## config.mk

```make
export PLATFORM = sky130hd
export DESIGN_NAME = spi_bus_bridge
export DESIGN_NICKNAME = d
export VERILOG_FILES = /design/src/rtl/spi_bus_bridge.sv
export SDC_FILE = /design/constraint.sdc
export NUM_CORES = 1
export LEC_CHECK = 0
export CAP_MARGIN = 5
export CORE_ASPECT_RATIO = 1.1
export CORE_MARGIN = 2
export CORE_UTILIZATION = 50
export DETAILED_ROUTE_END_ITERATION = 6
export HOLD_SLACK_MARGIN = 0.02
export PLACE_DENSITY_LB_ADDON = 0.1
export SLEW_MARGIN = 15
export SYNTH_ARGS = -nofsm -noshare
export SYNTH_HDL_FRONTEND = slang
export SYNTH_SLANG_ARGS = --single-unit
```

## constraint.sdc

```tcl
create_clock -name clk -period 1.55 [get_ports clk]
set_input_delay 0.2325 -clock clk [delete_from_list [all_inputs] [get_ports clk]]
set_output_delay 0.2325 -clock clk [all_outputs]
set_load 0.03 [all_outputs]
```

## src/rtl/spi_bus_bridge.sv

```systemverilog
// SPI slave (idle-high sck, sample on rise) bridging frames to a simple bus.
// A frame is a header word, then data words sent low byte first, MSB first.
module spi_bus_bridge #(
    parameter int ADDR_WIDTH  = 14,
    parameter int DATA_WIDTH  = 16,
    parameter int SYNC_STAGES = 2,
    parameter int RD_LATENCY  = 1
) (
    input  logic                  clk,
    input  logic                  rst,
    input  logic                  sck,
    input  logic                  ss,
    input  logic                  mosi,
    output logic                  miso,
    output logic                  miso_oe,
    output logic [ADDR_WIDTH-1:0] bus_addr,
    output logic [DATA_WIDTH-1:0] bus_wr_data,
    output logic                  bus_wr,
    output logic                  bus_rd,
    input  logic [DATA_WIDTH-1:0] bus_rd_data,
    output logic                  frame_err
);

    localparam int NBYTES = DATA_WIDTH / 8;
    localparam int CNT_W  = $clog2(DATA_WIDTH);
    localparam logic [CNT_W-1:0] LAST_BIT = CNT_W'(DATA_WIDTH - 1);
    localparam logic [4:0]       FLUSH_N  = 5'(SYNC_STAGES);

    localparam logic [1:0] IDLE     = 2'd0;
    localparam logic [1:0] HDR      = 2'd1;
    localparam logic [1:0] RD_FETCH = 2'd2;
    localparam logic [1:0] XFER     = 2'd3;

    // Wire order puts byte 0 first; reversing bytes maps wire order <-> natural order.
    function automatic logic [DATA_WIDTH-1:0] byte_swap(input logic [DATA_WIDTH-1:0] w);
        logic [DATA_WIDTH-1:0] r;
        r = '0;
        for (int i = 0; i < NBYTES; i++) r[8*i +: 8] = w[DATA_WIDTH-8-8*i +: 8];
        return r;
    endfunction

    logic [SYNC_STAGES-1:0] sck_sync, ss_sync, mosi_sync;
    logic                   sck_p0, ss_p0, mosi_p0;
    logic                   sck_p1, ss_p1;
    logic [4:0]             flush_cnt;
    logic                   armed;

    logic [1:0]            state;
    logic [CNT_W-1:0]      bit_cnt;
    logic                  rnw, autoinc;
    logic                  miso_q;
    logic [RD_LATENCY-1:0] rd_pipe;
    logic                  rd_cap;

    logic [DATA_WIDTH-1:0] rx_shift, rx_word;
    logic [DATA_WIDTH-1:0] tx_shift, next_word, rd_swapped;

    logic sck_rise, sck_fall, ss_fall, ss_rise, frame_end;

    // Stage p0: synchronisers, loaded with the idle bus levels on reset
    always_ff @(posedge clk) begin
        if (rst) begin
            sck_sync  <= '1;
            ss_sync   <= '1;
            mosi_sync <= '0;
            sck_p1    <= 1'b1;
            ss_p1     <= 1'b1;
        end else begin
            sck_sync[0]  <= sck;
            ss_sync[0]   <= ss;
            mosi_sync[0] <= mosi;
            for (int i = 1; i < SYNC_STAGES; i++) begin
                sck_sync[i]  <= sck_sync[i-1];
                ss_sync[i]   <= ss_sync[i-1];
                mosi_sync[i] <= mosi_sync[i-1];
            end
            sck_p1 <= sck_p0;
            ss_p1  <= ss_p0;
        end
    end

    assign sck_p0  = sck_sync[SYNC_STAGES-1];
    assign ss_p0   = ss_sync[SYNC_STAGES-1];
    assign mosi_p0 = mosi_sync[SYNC_STAGES-1];

    // A reset taken mid-frame must not see the still-low ss as a fresh fall:
    // frames are only accepted once ss has been observed high after the flush.
    always_ff @(posedge clk) begin
        if (rst) begin
            flush_cnt <= '0;
            armed     <= 1'b0;
        end else if (flush_cnt != FLUSH_N) begin
            flush_cnt <= flush_cnt + 5'd1;
        end else if (ss_p0) begin
            armed <= 1'b1;
        end
    end

    // Stage p1: edge detection in the clk domain
    assign sck_rise  = sck_p0 & ~sck_p1;
    assign sck_fall  = ~sck_p0 & sck_p1;
    assign ss_fall   = ~ss_p0 & ss_p1 & armed;
    assign ss_rise   = ss_p0 & ~ss_p1;
    assign frame_end = (state != IDLE) && (ss_rise || ss_fall);

    assign rx_word    = {rx_shift[DATA_WIDTH-2:0], mosi_p0};
    assign rd_swapped = byte_swap(bus_rd_data);
    assign rd_cap     = rd_pipe[RD_LATENCY-1];

    always_ff @(posedge clk) begin
        if (sck_rise) rx_shift <= rx_word;
    end

    // Transmit path: current word shifts on rises; the prefetched word loads at the boundary
    always_ff @(posedge clk) begin
        if (rd_cap && state == RD_FETCH)
            tx_shift <= rd_swapped;
        else if (state == XFER && sck_rise)
            tx_shift <= (bit_cnt == LAST_BIT) ? next_word : (tx_shift << 1);
        if (rd_cap && state == XFER)
            next_word <= rd_swapped;
    end

    // Stage p2: frame control and bus strobes
    always_ff @(posedge clk) begin
        if (rst) begin
            state       <= IDLE;
            bit_cnt     <= '0;
            bus_addr    <= '0;
            bus_wr_data <= '0;
            bus_wr      <= 1'b0;
            bus_rd      <= 1'b0;
            miso_q      <= 1'b0;
            frame_err   <= 1'b0;
            rnw         <= 1'b0;
            autoinc     <= 1'b0;
            rd_pipe     <= '0;
        end else begin
            bus_wr    <= 1'b0;
            bus_rd    <= 1'b0;
            frame_err <= 1'b0;
            rd_pipe[0] <= bus_rd;
            for (int i = 1; i < RD_LATENCY; i++) rd_pipe[i] <= rd_pipe[i-1];

            if ((bus_wr || bus_rd) && autoinc) bus_addr <= bus_addr + ADDR_WIDTH'(1);

            if (frame_end) begin
                frame_err <= (bit_cnt != '0);
                state     <= IDLE;
                bit_cnt   <= '0;
                miso_q    <= 1'b0;
            end

            if (ss_fall) begin
                state   <= HDR;
                bit_cnt <= '0;
                miso_q  <= 1'b0;
            end else if (!frame_end) begin
                case (state)
                    HDR: begin
                        if (sck_rise) begin
                            bit_cnt <= (bit_cnt == LAST_BIT) ? '0 : bit_cnt + CNT_W'(1);
                            if (bit_cnt == LAST_BIT) begin
                                rnw      <= rx_word[0];
                                autoinc  <= rx_word[1];
                                bus_addr <= rx_word[ADDR_WIDTH+1:2];
                                if (rx_word[0]) begin
                                    state  <= RD_FETCH;
                                    bus_rd <= 1'b1;
                                end else begin
                                    state <= XFER;
                                end
                            end
                        end
                    end
                    RD_FETCH: begin
                        if (rd_cap) begin
                            miso_q <= rd_swapped[DATA_WIDTH-1];
                            state  <= XFER;
                        end
                    end
                    XFER: begin
                        if (sck_rise) begin
                            bit_cnt <= (bit_cnt == LAST_BIT) ? '0 : bit_cnt + CNT_W'(1);
                            // Prefetch on the first bit so the next word is ready at the boundary
                            if (rnw && bit_cnt == '0) bus_rd <= 1'b1;
                            if (!rnw && bit_cnt == LAST_BIT) begin
                                bus_wr      <= 1'b1;
                                bus_wr_data <= byte_swap(rx_word);
                            end
                        end
                        if (sck_fall && rnw) miso_q <= tx_shift[DATA_WIDTH-1];
                    end
                    default: state <= IDLE;
                endcase
            end
        end
    end

    assign miso_oe = (state != IDLE);
    assign miso    = miso_q & miso_oe;

endmodule

```

Word-level counts from Yosys, hierarchy flattened
Cells that the tools add are included.
{"block": "classes", "div": 0, "muxes": 34, "add_sub_neg": 3, "n_lt_le_gt_ge": 0, "eq_ne": 5, "reduce_logical": 23, "n_bitwise": 15, "shifts": 0, "n_mul": 0}
{"op": "$mux 14", "count": 6}
{"op": "$mux 16", "count": 3}
{"op": "$mux 4", "count": 5}
{"op": "$add 14x1->14 const B", "count": 1}
{"op": "$mux 1", "count": 12}
{"op": "$mux 2", "count": 5}
{"op": "$reduce_and 5->1", "count": 2}
{"op": "$not 1->1", "count": 9}
{"op": "$logic_and 1x1->1", "count": 8}
{"op": "$and 1x1->1", "count": 6}
{"op": "$pmux 2 s3", "count": 1}
{"op": "$reduce_or 2->1", "count": 3}
{"op": "$add 5x1->5 const B", "count": 1}
{"op": "$ne 5x2->1 const B", "count": 1}
{"op": "$reduce_or 5->1", "count": 1}
{"op": "$add 4x1->4 const B", "count": 1}
{"op": "$eq 2x2->1 const B", "count": 2}
{"op": "$eq 4x4->1 const B", "count": 1}
{"op": "$logic_not 4->1", "count": 1}
{"op": "$pmux 1 s2", "count": 2}
{"op": "$reduce_bool 2->1", "count": 2}
{"op": "$reduce_bool 4->1", "count": 1}
{"op": "$reduce_or 3->1", "count": 1}
{"op": "$eq 2x1->1 const B", "count": 1}
{"op": "3 further kinds", "count": 4}
{"block": "totals", "ramBits": 0, "output_inout_bits": 35, "memories": 0, "reg_bits": 104, "elab_cells": 102, "romBits": 0, "latchBits": 0, "input_bits": 21}

Logic depth before layout (Yosys ltp)
Gate-level depths: netlist of the first run.
{"block": "logic_depth", "depth_word": 11, "ltp_mapped": 7, "depth_no_buf": 6}

Worst setup path after synthesis of the first run
OpenSTA, ideal clock, no wires.
{"block": "synth_path", "path_kind": "register to register", "start": "register bit_cnt[0]", "end": "register bus_addr[13]", "synth_period_minus_slack_ns": 1.664, "path_buffers": 2, "t_arrival_ns": 1.521, "setup_slack_ns": -0.114, "stages_incl_launch_ff": 8, "setup_time_ns": 0.143, "t_required_ns": 1.407, "cell_sequence": "dfxtp_1 > ha_1 > and3_1 > buf_6 > nand3_1 > buf_4 > nor3_2 > a211oi_2"}
{"block": "synth_via", "elab_chain_len": 6}
{"item": "start, declared", "line_no": "49", "rtl": "logic [CNT_W-1:0] bit_cnt;"}
{"item": "start signal, assigned", "line_no": "162", "rtl": "bit_cnt <= (bit_cnt == LAST_BIT) ? '0 : bit_cnt + CNT_W'(1);"}
{"item": "start signal, assigned", "line_no": "184", "rtl": "bit_cnt <= (bit_cnt == LAST_BIT) ? '0 : bit_cnt + CNT_W'(1);"}
{"item": "$eq 4x4->1", "line_no": "163", "rtl": "if (bit_cnt == LAST_BIT) begin"}
{"item": "$mux 14", "line_no": "163"}
{"item": "$mux 14", "line_no": "161", "rtl": "if (sck_rise) begin"}
{"item": "$mux 14", "line_no": "159", "rtl": "case (state)"}
{"item": "$mux 14", "line_no": "158", "rtl": "end else if (!frame_end) begin"}
{"item": "$mux 14", "line_no": "154", "rtl": "if (ss_fall) begin"}
{"item": "end signal, assigned", "line_no": "145", "rtl": "if ((bus_wr || bus_rd) && autoinc) bus_addr <= bus_addr + ADDR_WIDTH'(1);"}
{"item": "end signal, assigned", "line_no": "166", "rtl": "bus_addr <= rx_word[ADDR_WIDTH+1:2];"}
{"item": "end, declared", "line_no": "16", "rtl": "output logic [ADDR_WIDTH-1:0] bus_addr,"}
No other way between the ends.
A chain may end at the register's enable or synchronous reset.

Worst setup path after layout of the first run
{"block": "layout_path", "start": "register bit_cnt[0]", "end": "register bus_addr[2]"}
The elaborated chain is that of the path after synthesis.

==> flow_metrics.py, run 1 <==
metrics = {
    "placement": {
        "portBuffers": 55,
        "hpwlAfterDp_mm": 6.463,
        "gp_congestion": 0.8786,
        "dp_slack_ns": -0.09818,
        "place_inst": 582,
        "placed_area_um2": 5394,
    },
    "layout": {
        "final_cell_area_um2": 5763,
        "nNetsFinal": 510,
        "antenna_cells": 0,
        "syn2layout_area_growth_pct": 29.71,
        "fin_cells": 603,
        "fin_util_pct": 65.95,
        "drive_gt1_share_pct": 28.22,
    },
    "sta": {
        "finalSetupTns_ns": -0.1526,
        "max_clock_freq_ghz": 0.6313,
        "maxSlewViolCount": 0,
        "finalCritPeriodShare_pct": 102.2,
        "fin_ws_ns": -0.03407,
        "fin_skew_ns": 0.01375,
        "rsz0062_at_grt": "yes",
        "slew_headroom_pct": 69.76,
        "setup-violations-final": 11,
        "timing_worst_slew_pin_value_ns": 0.4489,
        "layout_min_cycle_time_ns": 1.584,
        "worst_hold_slack_ns": 0.2842,
        "hold_violations": 0,
    },
    "yosys": {
        "synthesis.nets": 417,
        "yosys.area.top_type": "edfxtp_1",
        "synth_top_area_share_pct": 31.77,
        "async_flop_share_pct": 0,
        "synth.avg_cell_area_um2": 11.36,
        "ys_seq_area_share_pct": 57.45,
        "yosys-top-cells-area": "edfxtp_1 (32%), dfxtp_1 (26%), mux2i_1 (3.6%)",
        "synth_area_um2": 4443,
        "ys_types": 56,
        "ys_ff_latch": 104,
        "yosys_warnings": 0,
        "synth_ff_type": "dfxtp_1",
        "netlist_instances": 391,
        "synth-edff-count": 47,
    },
    "power_and_ir_drop": {
        "p_seq_share_pct": 61.7,
        "p_total_mw": 4.769,
        "peakVddDrop_mv": 0.5197,
        "combPwrFrac_pct": 7.2,
        "swShare_pct": 22.50,
        "power_switching_mw": 1.073,
        "p_per_area_nw_per_um2": 827.6,
        "internal_power_mw": 3.696,
        "pwr-share-clk_pct": 31.1,
        "cellLeakagePower_nw": 1.998,
    },
    "global_route": {
        "antenna_found_initial": 0,
        "grt_overflow": 0,
        "grt_max_degree": 31,
        "grt_pass1_wl_mm": 14.72,
        "grt_usage_pct": 19.82,
        "grt_pass1_vias": 3000,
    },
    "detailed_routing": {
        "routed_wl_mm": 9.610,
        "viasPerCell": 5.461,
        "ant_nets": 0,
        "vias": 3293,
        "wl_per_cell_um": 15.94,
        "drtIter0Drc": 115,
        "drtPass1Iterations": 5,
        "drc_errors": 0,
    },
    "clocking": {
        "cts.sinks": 104,
        "cts_root_buf": "clkbuf_8",
        "clkLatencyLatePin_ns": 0.36,
        "clk_pin_slew_ns": 0.09,
        "htreeDepth": 3,
        "numCtsBuffers": 9,
        "cts_tree": "done",
        "clockBufferDepth": 2,
    },
    "critical_path": {
        "critPathLaunch": "bit_cnt[0]",
        "arrival_ns": 1.82,
        "r2r-start": "bit_cnt[0]",
        "cp-end-kind": "flop",
        "r2r_setup_slack_ns": -0.03,
        "path_class": "flop to flop",
        "crit_path_start_kind": "flop",
        "cp-endpoint": "bus_addr[2]",
        "r2r_cells": 7,
        "cp_max_fo": 6,
        "reg2reg_to": "bus_addr[2]",
        "cp.required_ns": 1.79,
    },
    "run_status": {
        "status": "finished, violations left",
        "violations": "negative setup slack",
    },
    "floorplan": {
        "chipWidth_um": 93.88,
        "io-pin-count": 56,
        "die-area_um2": 9657,
        "num_rows": 36,
        "core_area_um2": 8738,
        "initial_core_util_pct": 50.84,
        "die_y_um": 102.9,
    },
    "job": {
        "drv_cap": 0,
    },
    "worst_hold_path": {
        "hp-class": "primary input to flop",
    },
}
==> power groups by stage <==
stage                     logic, mW  clock network (mW)  registers [mW]
final                         0.342                1.48            2.94
after global routing          0.378                1.64            2.95
after CTS                     0.337                1.53            2.94
after detailed placement      0.333                   0            3.01
after global placement        0.322                   0            3.00
after floorplan               0.189                   0            3.00
==> worst min path at each step <==
stage,startpoint,endpoint,slack [ns],depth (start not counted)
finish,rst,armed,0.28,2
floorplan,bus_rd_data[8],next_word[0],0.33,0
detailed placement,sck_sync[0],sck_sync[1],0.40,1
global route,rst,mosi_sync[1],0.29,2
CTS,rst,armed,0.26,2
global placement,ss_sync[0],ss_sync[1],0.39,1
==> Yosys cell counts (all sizes together) (2+ instances only) <==
cell / n
dfxtp: 57
edfxtp: 47
o21ai: 36
nand2: 28
nand3: 27
a21oi: 24
nor3: 22
mux2i: 16
buf: 15
a211oi: 14
nor2: 12
clkbuf: 9
xnor2: 9
xor2: 8
inv: 7
or2: 6
ha: 5
nand4: 5
nor2b: 5
nor4: 4
or3: 4
and3: 3
nand2b: 3
a2111oi: 2
and3b: 2
nand3b: 2
o2111a: 2
==> timing repair <==
item / in CTS / in global routing
setup buffers: 1 / 3
gates cloned: 2 / 0
endpoints found under the setup margin: 76 / 41
gates resized for setup: 55 / 32
hold buffers: 0 / 0
pin swaps: 1 / 7
hold endpoints to repair: 0 / 0
==> sequential cells by signal (all words and copies together) (netlist names) <==
signal / flops
armed: 1
autoinc: 1
bit_cnt: 4
bus_addr: 14
bus_rd: 1
bus_wr: 1
bus_wr_data: 16
flush_cnt: 5
frame_err: 1
miso_q: 1
mosi_sync: 2
next_word: 16
rd_cap: 1
rnw: 1
rx_shift: 15
sck_p1: 1
sck_sync: 2
ss_p1: 1
ss_sync: 2
state: 2
tx_shift: 16
==> final cells by class <==
class | instances | area, um^2
clock buffers | 14 | 152.6
multi-input cells | 256 | 1892
well taps | 114 | 142.6
fillers | 723 | 2975
clock inverters | 2 | 10.01
flip-flops and latches | 104 | 2566
inverters | 7 | 26.28
repair buffers | 106 | 973.4
==> routing by layer <==
metal | part of all wire, % | global-route usage (%) | vias to the layer above
li1 | - | - | 1629
met1 | 44 | 24.47 | 1585
met2 | 51 | 34.67 | 65
met3 | 2.6 | 2.924 | 14
met4 | 2.2 | 8.807 | 0
met5 | 0 | 0 | -
==> critical path, stage by stage (launching register included) <==
cell and delay (ns):
dfxtp_2 0.37, ha_4 0.15, and3_4 0.25, buf_4 0.14, nand3_2 0.12, buf_4 0.20
nor3_2 0.18, a311oi_1 0.07
==> kinds of logic after synthesis <==
kind of cell             count (synthesis)  synth area share (%)
buffers and inverters                   31                 3.632
adder cells (fa/ha/maj)                  5                 1.408
XOR/XNOR                                17                 3.351
flip-flops                             104                 57.45
multiplexers                            16                 3.605
AO/OA/AOI/OAI                           87                 13.32
AND/OR/NAND/NOR                        131                 17.23
==> cell usage in the layout (no fill, tap or decap), types with 13 or more instances in the layout <==
master           instances
dfxtp_1                 48
buf_4                   40
mux2i_1                 16
edfxtp_1                47
a21oi_1                 23
dlygate4sd2_1           33
nand3_1                 24
o21ai_0                 18
nand2_1                 27
nor3_2                  13
clkdlybuf4s50_1         19
Note: power is estimated with default switching activity, not from simulation.
==> run 2: changes to the inputs <==
--- a/config.mk
+++ b/config.mk
@@ -5,6 +5,7 @@
 export SDC_FILE = /design/constraint.sdc
 export NUM_CORES = 1
 export LEC_CHECK = 0
+export ABC_AREA = 0
 export CAP_MARGIN = 5
 export CORE_ASPECT_RATIO = 1.1
 export CORE_MARGIN = 2
==> results of run 2 <==
Final layout, timing and power as in run 1 (identical DEF).
